## src/rtl/hs_pkg.sv

```systemverilog
// -----------------------------------------------------------------------------
// hs_pkg
// Shared definitions for the handshake slave FIFO:
//   - occ_state_e   : buffer occupancy state (EMPTY / PARTIAL / FULL)
//   - HS_DATA_WIDTH : default payload width
//   - HS_DEPTH      : default buffer depth (power of two, >= 2)
// -----------------------------------------------------------------------------
package hs_pkg;

  localparam int HS_DATA_WIDTH = 8;
  localparam int HS_DEPTH      = 4;

  typedef enum logic [1:0] {
    OCC_EMPTY   = 2'd0,
    OCC_PARTIAL = 2'd1,
    OCC_FULL    = 2'd2
  } occ_state_e;

endpackage : hs_pkg

```

## src/rtl/hs_fifo_mem.sv

```systemverilog
// -----------------------------------------------------------------------------
// hs_fifo_mem
// DEPTH x DATA_WIDTH storage array: one synchronous write port, one
// asynchronous read port. Contents are not reset.
//
// Ports:
//   clk_i    in   clock
//   we_i     in   write enable
//   waddr_i  in   write address
//   wdata_i  in   write data
//   raddr_i  in   read address
//   rdata_o  out  read data (combinational from raddr_i)
// -----------------------------------------------------------------------------
module hs_fifo_mem
  import hs_pkg::*;
#(
  parameter int DATA_WIDTH = HS_DATA_WIDTH,
  parameter int DEPTH      = HS_DEPTH
) (
  input  logic                       clk_i,
  input  logic                       we_i,
  input  logic [$clog2(DEPTH)-1:0]   waddr_i,
  input  logic [DATA_WIDTH-1:0]      wdata_i,
  input  logic [$clog2(DEPTH)-1:0]   raddr_i,
  output logic [DATA_WIDTH-1:0]      rdata_o
);

  logic [DATA_WIDTH-1:0] mem_q [DEPTH];

  always_ff @(posedge clk_i) begin
    if (we_i) begin
      mem_q[waddr_i] <= wdata_i;
    end
  end

  assign rdata_o = mem_q[raddr_i];

endmodule : hs_fifo_mem

```

## src/rtl/hs_slave_fifo.sv

```systemverilog
// -----------------------------------------------------------------------------
// hs_slave_fifo
// Valid/ready slave buffer with first-word fall-through output.
// Push on valid_in && ready_out, pop on valid_out && ready_in. ready_out and
// valid_out are derived from registered occupancy only, so neither handshake
// input has a combinational path to the outputs.
//
// Ports:
//   clk        in   clock, rising edge
//   rst        in   asynchronous active-low reset
//   data_in    in   upstream payload
//   valid_in   in   upstream payload valid
//   ready_out  out  buffer can accept this cycle (level != DEPTH)
//   data_out   out  head-of-buffer payload
//   valid_out  out  data_out valid (level != 0)
//   ready_in   in   downstream accepts data_out
//   level      out  occupancy 0..DEPTH
//   proto_err  out  sticky upstream protocol violation (only with macro)
//
// Build option:
//   HS_SLAVE_PROTO_CHECK_EN - adds proto_err and the upstream stability
//   checker. Without it the port and checker are absent; the datapath is
//   unchanged.
// -----------------------------------------------------------------------------
module hs_slave_fifo
  import hs_pkg::*;
#(
  parameter int DATA_WIDTH = HS_DATA_WIDTH,
  parameter int DEPTH      = HS_DEPTH
) (
  input  logic                     clk,
  input  logic                     rst,
  input  logic [DATA_WIDTH-1:0]    data_in,
  input  logic                     valid_in,
  output logic                     ready_out,
  output logic [DATA_WIDTH-1:0]    data_out,
  output logic                     valid_out,
  input  logic                     ready_in,
  output logic [$clog2(DEPTH):0]   level
`ifdef HS_SLAVE_PROTO_CHECK_EN
  ,
  output logic                     proto_err
`endif
);

  localparam int AW = $clog2(DEPTH);
  localparam int LW = AW + 1;

  localparam logic [LW-1:0] LVL_ONE  = LW'(1);
  localparam logic [LW-1:0] LVL_LAST = LW'(DEPTH - 1);
  localparam logic [LW-1:0] LVL_FULL = LW'(DEPTH);

  occ_state_e      state_q, state_d;
  logic [LW-1:0]   level_q, level_d;
  logic [AW-1:0]   wptr_q, wptr_d;
  logic [AW-1:0]   rptr_q, rptr_d;
  logic            push, pop;

  assign ready_out = (level_q != LVL_FULL);
  assign valid_out = (level_q != '0);
  assign level     = level_q;

  // valid_out gates pop, so ready_in is ignored while empty.
  assign push = valid_in  & ready_out;
  assign pop  = valid_out & ready_in;

  // Pointers wrap DEPTH-1 -> 0 by natural overflow (DEPTH is a power of two).
  always_comb begin
    wptr_d  = wptr_q;
    rptr_d  = rptr_q;
    level_d = level_q;
    if (push) wptr_d = wptr_q + AW'(1);
    if (pop)  rptr_d = rptr_q + AW'(1);
    case ({push, pop})
      2'b10:   level_d = level_q + LVL_ONE;
      2'b01:   level_d = level_q - LVL_ONE;
      default: level_d = level_q;
    endcase
  end

  always_comb begin
    state_d = state_q;
    case (state_q)
      OCC_EMPTY: begin
        if (push) state_d = OCC_PARTIAL;
      end
      OCC_PARTIAL: begin
        if (push && !pop && (level_q == LVL_LAST)) begin
          state_d = OCC_FULL;
        end else if (pop && !push && (level_q == LVL_ONE)) begin
          state_d = OCC_EMPTY;
        end
      end
      OCC_FULL: begin
        if (pop) state_d = OCC_PARTIAL;
      end
      default: state_d = OCC_EMPTY;
    endcase
  end

  always_ff @(posedge clk or negedge rst) begin
    if (!rst) begin
      state_q <= OCC_EMPTY;
      level_q <= '0;
      wptr_q  <= '0;
      rptr_q  <= '0;
    end else begin
      state_q <= state_d;
      level_q <= level_d;
      wptr_q  <= wptr_d;
      rptr_q  <= rptr_d;
    end
  end

  hs_fifo_mem #(
    .DATA_WIDTH (DATA_WIDTH),
    .DEPTH      (DEPTH)
  ) u_mem (
    .clk_i   (clk),
    .we_i    (push),
    .waddr_i (wptr_q),
    .wdata_i (data_in),
    .raddr_i (rptr_q),
    .rdata_o (data_out)
  );

`ifdef HS_SLAVE_PROTO_CHECK_EN
  // Once the upstream has offered a word that was refused, it must keep
  // valid_in high with the same data until the word is taken.
  logic                  stall_q;
  logic [DATA_WIDTH-1:0] stall_data_q;
  logic                  proto_err_q, proto_err_d;

  always_comb begin
    proto_err_d = proto_err_q;
    if (stall_q && (!valid_in || (data_in != stall_data_q))) begin
      proto_err_d = 1'b1;
    end
  end

  always_ff @(posedge clk or negedge rst) begin
    if (!rst) begin
      stall_q     <= 1'b0;
      proto_err_q <= 1'b0;
    end else begin
      stall_q     <= valid_in & ~ready_out;
      proto_err_q <= proto_err_d;
    end
  end

  // Only meaningful while stall_q is set, so it needs no reset.
  always_ff @(posedge clk) begin
    stall_data_q <= data_in;
  end

  assign proto_err = proto_err_q;
`endif

endmodule : hs_slave_fifo

```

## config.mk

```make
export PLATFORM = sky130hd
export DESIGN_NAME = hs_slave_fifo
export DESIGN_NICKNAME = d
export VERILOG_FILES = /design/src/rtl/hs_pkg.sv /design/src/rtl/hs_fifo_mem.sv /design/src/rtl/hs_slave_fifo.sv
export SDC_FILE = /design/constraint.sdc
export NUM_CORES = 1
export LEC_CHECK = 0
export CORE_MARGIN = 2
export CORE_UTILIZATION = 38
export CTS_CLUSTER_SIZE = 8
export DETAILED_ROUTE_END_ITERATION = 10
export PLACE_DENSITY = 0.63
export SLEW_MARGIN = 20
export SYNTH_ARGS = -nofsm -noshare
export SYNTH_HDL_FRONTEND = slang
export SYNTH_SLANG_ARGS = --single-unit
export TNS_END_PERCENT = 50
```

## constraint.sdc

```tcl
create_clock -name clk -period 2.4 [get_ports clk]
set_input_delay 0.72 -clock clk [delete_from_list [all_inputs] [get_ports clk]]
set_output_delay 0.72 -clock clk [all_outputs]
set_load 0.01 [all_outputs]
```

==> metrics.md <==
| Metric | Value |
|---|---|
| CP startpoint | `rptr_q[0]$_DFFE_PN0P_` |
| CTS sink count | `39` |
| Worst slew pin tran | `roughly 430 ps` |
| Clk root buf | `clkbuf_8` |
| Routed via count | `a little under 800` |
| Syn Nets | `97` |
| Tot GR Track Use | `about an eighth` |
| Unrepaired setup endpoints after global routing | `yes` |
| Placer Congestion | `~0.67` |
| Via/cell ratio | `4.68` |
| DRT iter0 DRCs | `24` |
| I/O pins | `25` |
| P&R area growth vs syn | `28.3%` |
| Min cycle time layout | `2330 ps` |
| Largest area contributor in the netlist | `edfxtp_1` |
| Drc violations | `0` |
| Largest net degree at the start of global routing | `14` |
| Routed wire length | `2480 um` |
| Hold Crit Class | `flip-flop to flip-flop` |
| Slowest CP cell | `mux4_2` |
| # rows | `23` |
| Kind of end point of the critical path | `primary output` |
| Final hold violation count | `0` |
| Slew Limit Fails | `0` |
| Crit path max fanout | `5` |
| Postcts setup bufs | `0` |
| Synth Flop Type | `edfxtp_1` |
| Leakage power | `just under 0.8 nW` |
| Fin crit share | `97.0%` |
| Yosys cell types | `19` |
| Die width | `just under 70 um` |
| WHS | `around 530 ps` |
| Die height | `between 60 and 70 um` |
| Dpl ws | `-55.6 ps` |
| Vias in the first global route | `812` |
| Slowest Stage Delay on Critical Path | `around 500 ps` |
| Power density over the cells | `1190 mW/mm2` |
| Top cell type's share of synthesized area | `between 60 and 70%` |
| Setup Viol. Count Final | `0` |
| H-tree Lvls | `2` |
| Ys async rst share | `between 10% and 20%` |
| Status | `completed` |
| Buf/Inv on CP | `2` |
| Final Util | `50.7%` |
| Yosys reg bits | `39` |
| Die area | `around 0.0047 mm2` |
| Top cells by area, synth | `edfxtp_1 (61%), mux4_2 (11%), dfrtp_1 (11%)` |
| Critical hold path startpoint | `level[2]$_DFFE_PN0P_` |
| Worst clock skew | `approximately 3.7 ps` |
| Initial Utilization | `39.5%` |
| Max Buffers Root-to-Sink | `2` |
| Cell family with most CP delay | `multiplexers` |
| Worst Setup Start Kind | `flip-flop` |
| Req. time, crit path | `~1700 ps` |
| Drt first pass iters | `4` |
| Fin worst setup slack | `71.5 ps` |
| Synthesis Warnings | `0` |
| CTS tree | `yes` |
| Type of the worst setup path | `flip-flop to primary output` |
| Maximum clock rate | `around 0.43 GHz` |
| PortBufs | `24` |
| DP HPWL | `about 1800 um` |
| Synthesized area per cell | `20.0 um2` |
| Worst slew margin | `71.2%` |
| Drt wl/cell | `15.0 um` |
| Max Cap Viol | `0` |
| Syn Inst Count | `79` |
| Reg clk slew, reported paths | `~70 ps` |
| Diode count | `0` |
| Total gr overflow | `0` |
| Cell Chain, Critical Path | `buf_4 > mux4_2 > dlygate4sd2_1` |
| First-pass GRT wire length | `around 3900 um` |
| Initial antenna violation count | `0` |
| R2r setup slk | `roughly 250 ps` |
| Num CTS Buffers | `5` |
| Layout cells sized above 1 | `26.1%` |
| VDD IR-drop max | `roughly 0.52 mV` |
| Post-synth EDFFs | `32` |
| Clk_lat worst skew | `290 ps` |
| Fin nets | `132` |
| Core area | `between 0.004 and 0.005 mm2` |
| Routed Antenna Nets | `0` |
| Reg2reg start | `level[1]$_DFFE_PN0P_` |
| Synth Cell Area | `roughly 0.0016 mm2` |
| Sequential share of the synthesized area | `a little under three quarters` |
| Worst EP arrival | `approximately 1600 ps` |
==> state kept, by name, summed over array words and instances, names as in the netlist <==
name and cells:
level 3, rptr_q 2, wptr_q 2, u_mem.mem_q 32
==> layout make-up <==
cell class	count	area, um2
clock inverters	3	43.8
flip-flops and latches	39	1140
multi-input cells	32	413
well taps	50	62.6
inverters	6	22.5
fillers	337	1970
repair buffers	30	280
clock buffers	5	68.8
==> layout by cell type (no fill, tap or decap), drive strengths merged <==
master,netlist,routed
edfxtp,32,32
clkdlybuf4s50,0,14
mux4,8,8
dlygate4sd2,0,8
dfrtp,7,7
inv,6,6
buf,2,6
ha,5,5
clkbuf,0,5
and3,4,4
xnor2,3,3
xor2,3,3
dlymetal6s2s,0,2
and2,2,2
clkinv,0,2
or3,1,1
or3b,1,1
mux2i,1,1
nor2,1,1
mux2,1,1
nand3,1,1
fa,1,1
bufinv,0,1
==> cell families (layout without fill, tap and decap cells) <==
group | Yosys count | count (layout) | share of synthesized area, %
AND/OR/NAND/NOR | 10 | 10 | 4.59
multiplexers | 10 | 10 | 13.0
flip-flops | 39 | 39 | 71.9
buffers and inverters | 8 | 44 | 1.98
XOR/XNOR | 6 | 6 | 3.33
adder cells (fa/ha/maj) | 6 | 6 | 5.23
==> cell usage after synthesis (all sizes together) (2+ instances only) <==
master	n
and2	2
and3	4
buf	2
dfrtp	7
edfxtp	32
ha	5
inv	6
mux4	8
xnor2	3
xor2	3
==> stage by stage <==
stage          area, um2  std cells  power [mW]  TNS [ps]
2_1_floorplan       1580         79        1.55         0
3_3_place_gp        1920        157        1.97     -23.9
3_5_place_dp        1920        157        2.00     -55.6
4_1_cts             2020        165        2.47      -149
5_1_grt             2030        165        2.58     -41.6
6_report            2030        165        2.42         0
==> final timing paths <==
path / end / cells after the start
hold / removal: level[2]$_DFFE_PN0P_ / 1
setup reg to reg: level[2]$_DFFE_PN0P_ / 9
setup / recovery: data_out[7] / 3
max in group asynchronous: level[2]$_DFFE_PN0P_ / 1
min in group asynchronous: rptr_q[0]$_DFFE_PN0P_ / 1
hold reg to reg: level[2]$_DFFE_PN0P_ / 1
==> worst reg2reg max path, delay by kind of cell (launching register included) <==
kind          cells  cell delay, ps
simple gates      3             730
xor+xnor          2             300
buf+inv           2             120
fa+ha+maj         2             530
flops             1             410
==> routing by layer <==
layer	vias up	track usage, %	share of wire [%]
met1	379	13.6	40
met5	-	0	0
met4	0	6.00	1.8
met3	5	5.59	5.6
li1	371	-	-
met2	18	20.4	52
==> repair_timing <==
item	in CTS	in global routing
gates resized for setup	8	2
hold buffers	0	0
setup endpoints to repair	9	7
==> report_power, final <==
group	leakage [nW]	switching, mW	internal, mW
clock	0.0581	0.222	0.309
sequential	0.375	0.104	0.918
combinational	0.340	0.378	0.488
total	0.773	0.705	1.72
No activity file was read; power rests on OpenSTA's default activity.
